**src/rtl/timer_pkg.sv**
```systemverilog
// Shared definitions for the microwave countdown front end: state encoding and
// BCD digit limits.
package timer_pkg;

    localparam int          DIGIT_W          = 4;
    localparam logic [3:0]  BCD_MAX          = 4'd9;
    localparam int          SEC_TENS_MAX_DEF = 5;

    typedef enum logic [2:0] {
        ST_IDLE  = 3'd0,
        ST_LOAD  = 3'd1,
        ST_RUN   = 3'd2,
        ST_PAUSE = 3'd3,
        ST_DONE  = 3'd4
    } state_t;

endpackage

```
**src/rtl/entry_shift_buf.sv**
```systemverilog
// Keypad entry buffer: NDIGITS BCD digits, new digits enter at digit 0 and
// the top digit falls off. Flags an all-zero entry and legal seconds tens.
module entry_shift_buf
    import timer_pkg::*;
#(
    parameter int NDIGITS      = 4,
    parameter int SEC_TENS_MAX = SEC_TENS_MAX_DEF
) (
    input  logic                       clk,
    input  logic                       clrn,
    input  logic                       shift,
    input  logic                       clr,
    input  logic [DIGIT_W-1:0]         din,
    output logic [DIGIT_W*NDIGITS-1:0] data,
    output logic                       is_zero,
    output logic                       sec_tens_ok
);

    always_ff @(posedge clk or negedge clrn) begin
        if (!clrn)
            data <= '0;
        else if (clr)
            data <= '0;
        else if (shift)
            data <= {data[DIGIT_W*(NDIGITS-1)-1:0], din};
    end

    assign is_zero     = (data == '0);
    assign sec_tens_ok = (data[2*DIGIT_W-1:DIGIT_W] <= DIGIT_W'(SEC_TENS_MAX));

endmodule

```
**src/rtl/time_entry_ctrl.sv**
```systemverilog
// Microwave time-entry controller: gathers MM:SS keypad digits, loads them into
// the down-counting timer chain and gates its count enable from the 1 Hz tick.
module time_entry_ctrl
    import timer_pkg::*;
#(
    parameter int NDIGITS      = 4,
    parameter int SEC_TENS_MAX = SEC_TENS_MAX_DEF
) (
    input  logic                       clk,
    input  logic                       clrn,
    input  logic                       digit_valid,
    input  logic [3:0]                 key_digit,
    input  logic                       start_p,
    input  logic                       stop_p,
    input  logic                       clear_p,
    input  logic                       door_open,
    input  logic                       tick_1hz,
    input  logic                       timer_zero,
    output logic [4*NDIGITS-1:0]       data_out,
    output logic                       loadn,
    output logic                       cnt_en,
    output logic                       running,
    output logic                       done,
    output logic                       err
);

    state_t state;
    logic   buf_shift;
    logic   buf_clr;
    logic   buf_zero;
    logic   buf_sec_ok;

    entry_shift_buf #(
        .NDIGITS      (NDIGITS),
        .SEC_TENS_MAX (SEC_TENS_MAX)
    ) u_buf (
        .clk         (clk),
        .clrn        (clrn),
        .shift       (buf_shift),
        .clr         (buf_clr),
        .din         (key_digit),
        .data        (data_out),
        .is_zero     (buf_zero),
        .sec_tens_ok (buf_sec_ok)
    );

    // Keys in IDLE resolve as clear > start > digit; the buffer is otherwise frozen.
    always_comb begin
        buf_shift = (state == ST_IDLE) && !clear_p && !start_p && digit_valid
                    && (key_digit <= BCD_MAX);
        buf_clr   = ((state == ST_IDLE) && clear_p)
                 || ((state == ST_PAUSE) && (stop_p || clear_p))
                 || (state == ST_DONE);
    end

    // Timers load only while enabled, so LOAD raises cnt_en alongside loadn=0.
    // In RUN the tick passes straight through so each tick decrements once.
    always_comb begin
        cnt_en = 1'b0;
        if (state == ST_LOAD)
            cnt_en = 1'b1;
        else if (state == ST_RUN)
            cnt_en = tick_1hz && !door_open && !timer_zero;
    end

    always_ff @(posedge clk or negedge clrn) begin
        if (!clrn) begin
            state   <= ST_IDLE;
            loadn   <= 1'b1;
            running <= 1'b0;
            done    <= 1'b0;
            err     <= 1'b0;
        end else begin
            done <= 1'b0;
            err  <= 1'b0;
            case (state)
                ST_IDLE: begin
                    if (!clear_p && start_p && !buf_zero) begin
                        if (!buf_sec_ok) begin
                            err <= 1'b1;
                        end else begin
                            state <= ST_LOAD;
                            loadn <= 1'b0;
                        end
                    end
                end
                ST_LOAD: begin
                    state   <= ST_RUN;
                    loadn   <= 1'b1;
                    running <= 1'b1;
                end
                ST_RUN: begin
                    if (timer_zero) begin
                        state   <= ST_DONE;
                        running <= 1'b0;
                        done    <= 1'b1;
                    end else if (stop_p) begin
                        state   <= ST_PAUSE;
                        running <= 1'b0;
                    end
                end
                ST_PAUSE: begin
                    if (stop_p || clear_p) begin
                        state <= ST_IDLE;
                    end else if (start_p && !door_open) begin
                        state   <= ST_RUN;
                        running <= 1'b1;
                    end
                end
                ST_DONE: begin
                    state <= ST_IDLE;
                end
                default: begin
                    state   <= ST_IDLE;
                    loadn   <= 1'b1;
                    running <= 1'b0;
                end
            endcase
        end
    end

endmodule

```
**config.mk**
```make
export PLATFORM = sky130hd
export DESIGN_NAME = time_entry_ctrl
export DESIGN_NICKNAME = d
export VERILOG_FILES = /design/src/rtl/timer_pkg.sv /design/src/rtl/entry_shift_buf.sv /design/src/rtl/time_entry_ctrl.sv
export SDC_FILE = /design/constraint.sdc
export NUM_CORES = 1
export LEC_CHECK = 0
export ABC_AREA = 0
export BUFFER_PORTS_ARGS = -buffer_cell sky130_fd_sc_hd__buf_2
export CAP_MARGIN = 20
export CORE_ASPECT_RATIO = 0.6
export CORE_MARGIN = 5
export CORE_UTILIZATION = 48
export DETAILED_ROUTE_END_ITERATION = 6
export GPL_TIMING_DRIVEN = 0
export PLACE_DENSITY = 0.76
export SLEW_MARGIN = 20
export SYNTH_ARGS = -nofsm -noshare
export SYNTH_HDL_FRONTEND = slang
export SYNTH_SLANG_ARGS = --single-unit
```
**constraint.sdc**
```tcl
create_clock -name clk -period 2.04 [get_ports clk]
set_clock_uncertainty 0.1 [all_clocks]
set_input_delay 0.102 -clock clk [delete_from_list [all_inputs] [get_ports clk]]
set_output_delay 0.102 -clock clk [all_outputs]
set_load 0.05 [all_outputs]
```
### Word level (Yosys, flattened, before mapping)

Cells that the tools add are included.

| operators by class | value |
|---|---|
| order comparisons | 2 |
| equal/unequal tests | 10 |
| reductions and logical operators | 27 |
| shift-type cells | 0 |
| muxes and demuxes | 24 |
| divide/modulo/power cells | 0 |
| multipliers | 0 |
| add/sub/neg operators | 0 |
| bitwise logic cells | 2 |

Operators with widths:

| kind | count |
|---|---|
| $mux W16 | 2 |
| $mux W3 | 6 |
| $logic_not A16 Y1 | 1 |
| $mux W1 | 13 |
| $pmux W3 S4 | 1 |
| $logic_and A1 B1 Y1 | 11 |
| $reduce_and A4 Y1 | 2 |
| $eq A3 B2 Y1 const B | 2 |
| $logic_not A1 Y1 | 5 |
| $le A4 B3 Y1 const B | 1 |
| $le A4 B4 Y1 const B | 1 |
| $ne A2 B1 Y1 const B | 2 |
| $ne A2 B2 Y1 const B | 2 |
| $pmux W1 S4 | 1 |
| $eq A3 B1 Y1 const B | 1 |
| $eq A3 B3 Y1 const B | 1 |
| $logic_not A3 Y1 | 1 |
| $logic_or A1 B1 Y1 | 3 |
| $ne A3 B1 Y1 const B | 1 |
| $ne A3 B3 Y1 const B | 1 |
| $reduce_and A3 Y1 | 1 |
| $reduce_or A3 Y1 | 1 |
| $not A1 Y1 | 2 |
| $pmux W1 S2 | 1 |
| 2 further kinds | 2 |

| storage, ports and cells | value |
|---|---|
| memories kept | 0 |
| input port bits | 13 |
| output and inout bits | 21 |
| logic and storage cells | 71 |
| memory bits (read-only) | 0 |
| bits in latches | 0 |
| RAM bits | 0 |
| flip-flop bits (word level) | 23 |

### Logic depth before layout (Yosys ltp)

| logic depth | value |
|---|---|
| depth after elaboration | 7 |
| mapped depth | 7 |
| mapped depth without buffers | 4 |

### Modules after synthesis

From an unflattened synthesis, not the netlist that was laid out.

| second synthesis, totals | value |
|---|---|
| cell total of the unflattened synthesis | 101 |
| area, all modules | 1129.8 µm² |

Modules (own cells, without submodules):

| module | times used | area each (µm²) | cells an instance |
|---|---|---|---|
| entry_shift_buf | 1 | 699.4 | 58 |
| time_entry_ctrl | 1 | 430.4 | 43 |

### Worst setup path after synthesis

OpenSTA, ideal clock, no wires.

| path | value |
|---|---|
| path kind | register -> output |
| start point | reg state[0] |
| end point | out cnt_en |
| slack | 92 ps |
| arrival | 1746 ps |
| stages on the path, launching flop included | 5 |
| data required time | 1838 ps |
| cells stage by stage | dfrtp_1 clkbuf_1 nor3b_1 nand3b_1 a21oi_1 |

| between the ends | value |
|---|---|
| cells in the longest elaborated chain, start to end | 3 |
| elaborated cells between the ends (all ways) | 4 |

RTL lines:

| item | RTL line | text |
|---|---|---|
| start, declared | time_entry_ctrl.sv:27 | `state_t state;` |
| start signal, assigned | time_entry_ctrl.sv:68 | `state <= ST_IDLE;` |
| start signal, assigned | time_entry_ctrl.sv:82 | `state <= ST_LOAD;` |
| start signal, assigned | time_entry_ctrl.sv:88 | `state <= ST_RUN;` |
| $eq A3 B2 Y1 | time_entry_ctrl.sv:62 | `else if (state == ST_RUN)` |
| $mux W1 | time_entry_ctrl.sv:62 |  |
| $mux W1 (*) | time_entry_ctrl.sv:60 | `if (state == ST_LOAD)` |
| end, declared | time_entry_ctrl.sv:21 | `output logic cnt_en,` |

Every way passes the cells marked *; elsewhere a longest branch is shown, timed or not.

### Final worst setup path

Same ends and word-level chain as after synthesis.

==> results.json <==
{
  "met2_wire_length_mm": 1.152,
  "length_of_the_first_detailed_routing_pass_in_iterations": 4,
  "dp_slack_ns": 0.2887,
  "layout_setup_ws_ns": 0.1067,
  "dieWidth_um": 70.09,
  "p_comb_share_pct": 45.8,
  "placementRows": 13,
  "globalRouteOverflowTotal": 0,
  "drv_slew": 0,
  "finalNonFillerCells": 165,
  "finalHoldViolCount": 0,
  "cp-start-kind": "flop",
  "outcome": "complete, no violations",
  "cts_max_path_buffers": 2,
  "period_share_pct": 94.77,
  "avgRoutedWirePerCell_um": 15.38,
  "share_clk_of_total_power_pct": 14.4,
  "grt_start_max_net_pins": 24,
  "yosysWarningCount": 0,
  "worstHoldPathType": "primary input to flop",
  "initial_utilization_pct": 49.17,
  "top_layer": "met4",
  "detailroute.via_count": 959,
  "synth_cells": 90,
  "cts.reportedPaths.clkPinSlew_ns": 0.12,
  "setup_violations": 0,
  "diodes": 0,
  "floorplan.die.height_um": 46.05,
  "met1Wirelength_mm": 1.145,
  "max_slew_margin_pct": 66.36,
  "switching_share_pct": 42.47,
  "powerDensity_nw_per_um2": 1081,
  "power.static_leakage_nw": 0.6958,
  "route.detailed.vias_per_inst": 5.812,
  "crit_type": "flop to output pin",
  "fp.coreArea_um2": 2115,
  "critical_path.endpoint_type": "output pin",
  "cts-root-buf": "sky130_fd_sc_hd__clkbuf_4",
  "fp.dieArea_um2": 3227,
  "period_minus_slack_ns": 1.933,
  "multi_input_area_um2": 416.7,
  "drt_iter0_markers": 34,
  "track_usage_pct": 16.72,
  "drive_gt1_share_pct": 34.07,
  "timing.max_cap.violations": 0,
  "ys_ff_latch": 23,
  "utilization_pct": 64.08,
  "place_congestion": 0.8913,
  "post-synth-top-count-cell": "sky130_fd_sc_hd__dfrtp_1",
  "grt_first_pass_wirelength_mm": 4.050,
  "clock_insertion_delay_worst_skew_ns": 0.31,
  "layout.nets": 149,
  "synth.cell_area_um2": 1040,
  "cts_tree": "built",
  "place_hpwl_mm": 1.841,
  "non_filler_cell_area_final_um2": 1355,
  "seq_area_frac_synth_pct": 55.48,
  "ys_top_cells_by_count": "22 x sky130_fd_sc_hd__dfrtp_1, 16 x sky130_fd_sc_hd__a22o_1, 7 x sky130_fd_sc_hd__a21oi_1",
  "regArea_um2": 576.8,
  "worst_ep_required_time_ns": 1.84,
  "first_global_vias": 871,
  "synth_edf_count": 0,
  "drc": 0,
  "cts-htree-levels": 1,
  "dr_wl_met3_um": 210,
  "drt-total-wl_mm": 2.538,
  "synth_top_area_share_pct": 52.95,
  "cellInternalPower_uw": 842.7,
  "switchingPower_uw": 622.1,
  "num-fill-cells": 181,
  "place.detailed.instances": 153,
  "ant_nets": 0,
  "timing_worst_slew_pin_value_ns": 0.5046,
  "crit_fanout": 10,
  "synthTopCellsByArea": "sky130_fd_sc_hd__dfrtp_1 53%, sky130_fd_sc_hd__a22o_1 13%, sky130_fd_sc_hd__a21oi_1 3.4%",
  "postCtsSetupBuffers": 0,
  "synthFlopType": "sky130_fd_sc_hd__dfrtp_1",
  "number_of_antenna_violations_at_the_first_check_in_global_routing": 0,
  "timing.fmax_ghz": 0.5173,
  "avgSynthCellArea_um2": 11.55,
  "port_buffers": 33,
  "synth.net_count": 103,
  "clock_sink_count": 23,
  "synthDominantAreaCellType": "sky130_fd_sc_hd__dfrtp_1",
  "power.share.sequential_pct": 39.8,
  "synth_cell_types": 32,
  "flow.area_growth_from_synthesis_pct": 30.32,
  "critical_path_arrival_ns": 1.73,
  "pin_count": 34,
  "synth-async-reset-ratio_pct": 100.0,
  "irDropWorstVdd_v": 0.0005680,
  "cts_inserted_buffers": 3,
  "hold_ws_ns": 0.1384,
  "detailed_place.area_um2": 1242
}
## path summary, 6_finish.rpt
check / slack [ns] / endpoint / start / depth (start not counted)
setup / recovery: 0.11 / cnt_en / state[0] / 5
hold / removal: 0.14 / state[0] / stop_p / 4
setup reg to reg: 0.23 / u_buf.data[14] / state[0] / 6
hold reg to reg: 0.44 / u_buf.data[12] / u_buf.data[12] / 1
max in group asynchronous: 1.30 / loadn / clrn / 2
min in group asynchronous: 0.18 / u_buf.data[12] / clrn / 2
## timing repair
item | in CTS | in global routing
hold buffers | 8 | 0
endpoints found under the hold margin | 30 | 0
gates resized for setup | 0 | 3
endpoints found under the setup margin | 0 | 1
## area by class of cell
cell class              instances  area share, %
well taps                      30          2.770
plain buffers                   6          3.878
repair buffers                 41          18.10
multi-input cells              61          30.75
clock buffers                   4          1.939
flip-flops and latches         23          42.57
## cell families after synthesis
kind of cell / Yosys count / synth area share, %
AO/OA/AOI/OAI: 31 / 22.14
AND/OR/NAND/NOR: 29 / 16.37
flip-flops: 23 / 55.48
buffers and inverters: 6 / 4.932
multiplexers: 1 / 1.083
## cell usage in the layout, fill, tap and decap left out, drive strengths merged, types with 2 or more instances in the layout
cell	netlist	layout
a21oi	7	7
a22o	16	16
buf	4	37
clkbuf	2	6
dfrtp	22	22
dlygate4sd3	0	8
nand2	2	2
nand2b	3	3
nor2	5	5
nor3	3	3
nor3b	2	2
nor4	4	4
o21ai	3	3
## registers in the layout, summed over array words and instances (netlist names)
signal / cells
state: 3
loadn: 1
u_buf.data: 16
err: 1
done: 1
running: 1
## routing by layer
layer | global-route usage, % | vias to the layer above
met2 | 25.52 | 36
met1 | 22.50 | 483
met5 | 0 | -
met3 | 6.100 | 6
met4 | 5.344 | 0
li1 | - | 434
## power by group through the flow
| stage | Clock [mW] | Combinational (mW) | Sequential, mW |
|---|---|---|---|
| final | 0.211 | 0.671 | 0.584 |
| after global placement | 0 | 0.635 | 0.589 |
| after CTS | 0.214 | 0.661 | 0.582 |
| after detailed placement | 0 | 0.647 | 0.591 |
| after global routing | 0.231 | 0.718 | 0.597 |
| after floorplan | 0 | 0.369 | 0.717 |
## worst max-delay path, stage by stage (launching register included)
cell	delay, ns
sky130_fd_sc_hd__dfrtp_1	0.46
sky130_fd_sc_hd__clkbuf_2	0.22
sky130_fd_sc_hd__nor3b_2	0.24
sky130_fd_sc_hd__nand3b_1	0.10
sky130_fd_sc_hd__a21oi_1	0.13
sky130_fd_sc_hd__buf_2	0.27
## through the flow
stage / total power, mW / TNS [ns]
3_5_place_dp: 1.237 / 0
2_1_floorplan: 1.086 / 0
6_report: 1.465 / 0
5_1_grt: 1.546 / -0.002384
3_3_place_gp: 1.224 / 0
4_1_cts: 1.457 / 0
Power figures use the tool's default switching activity.
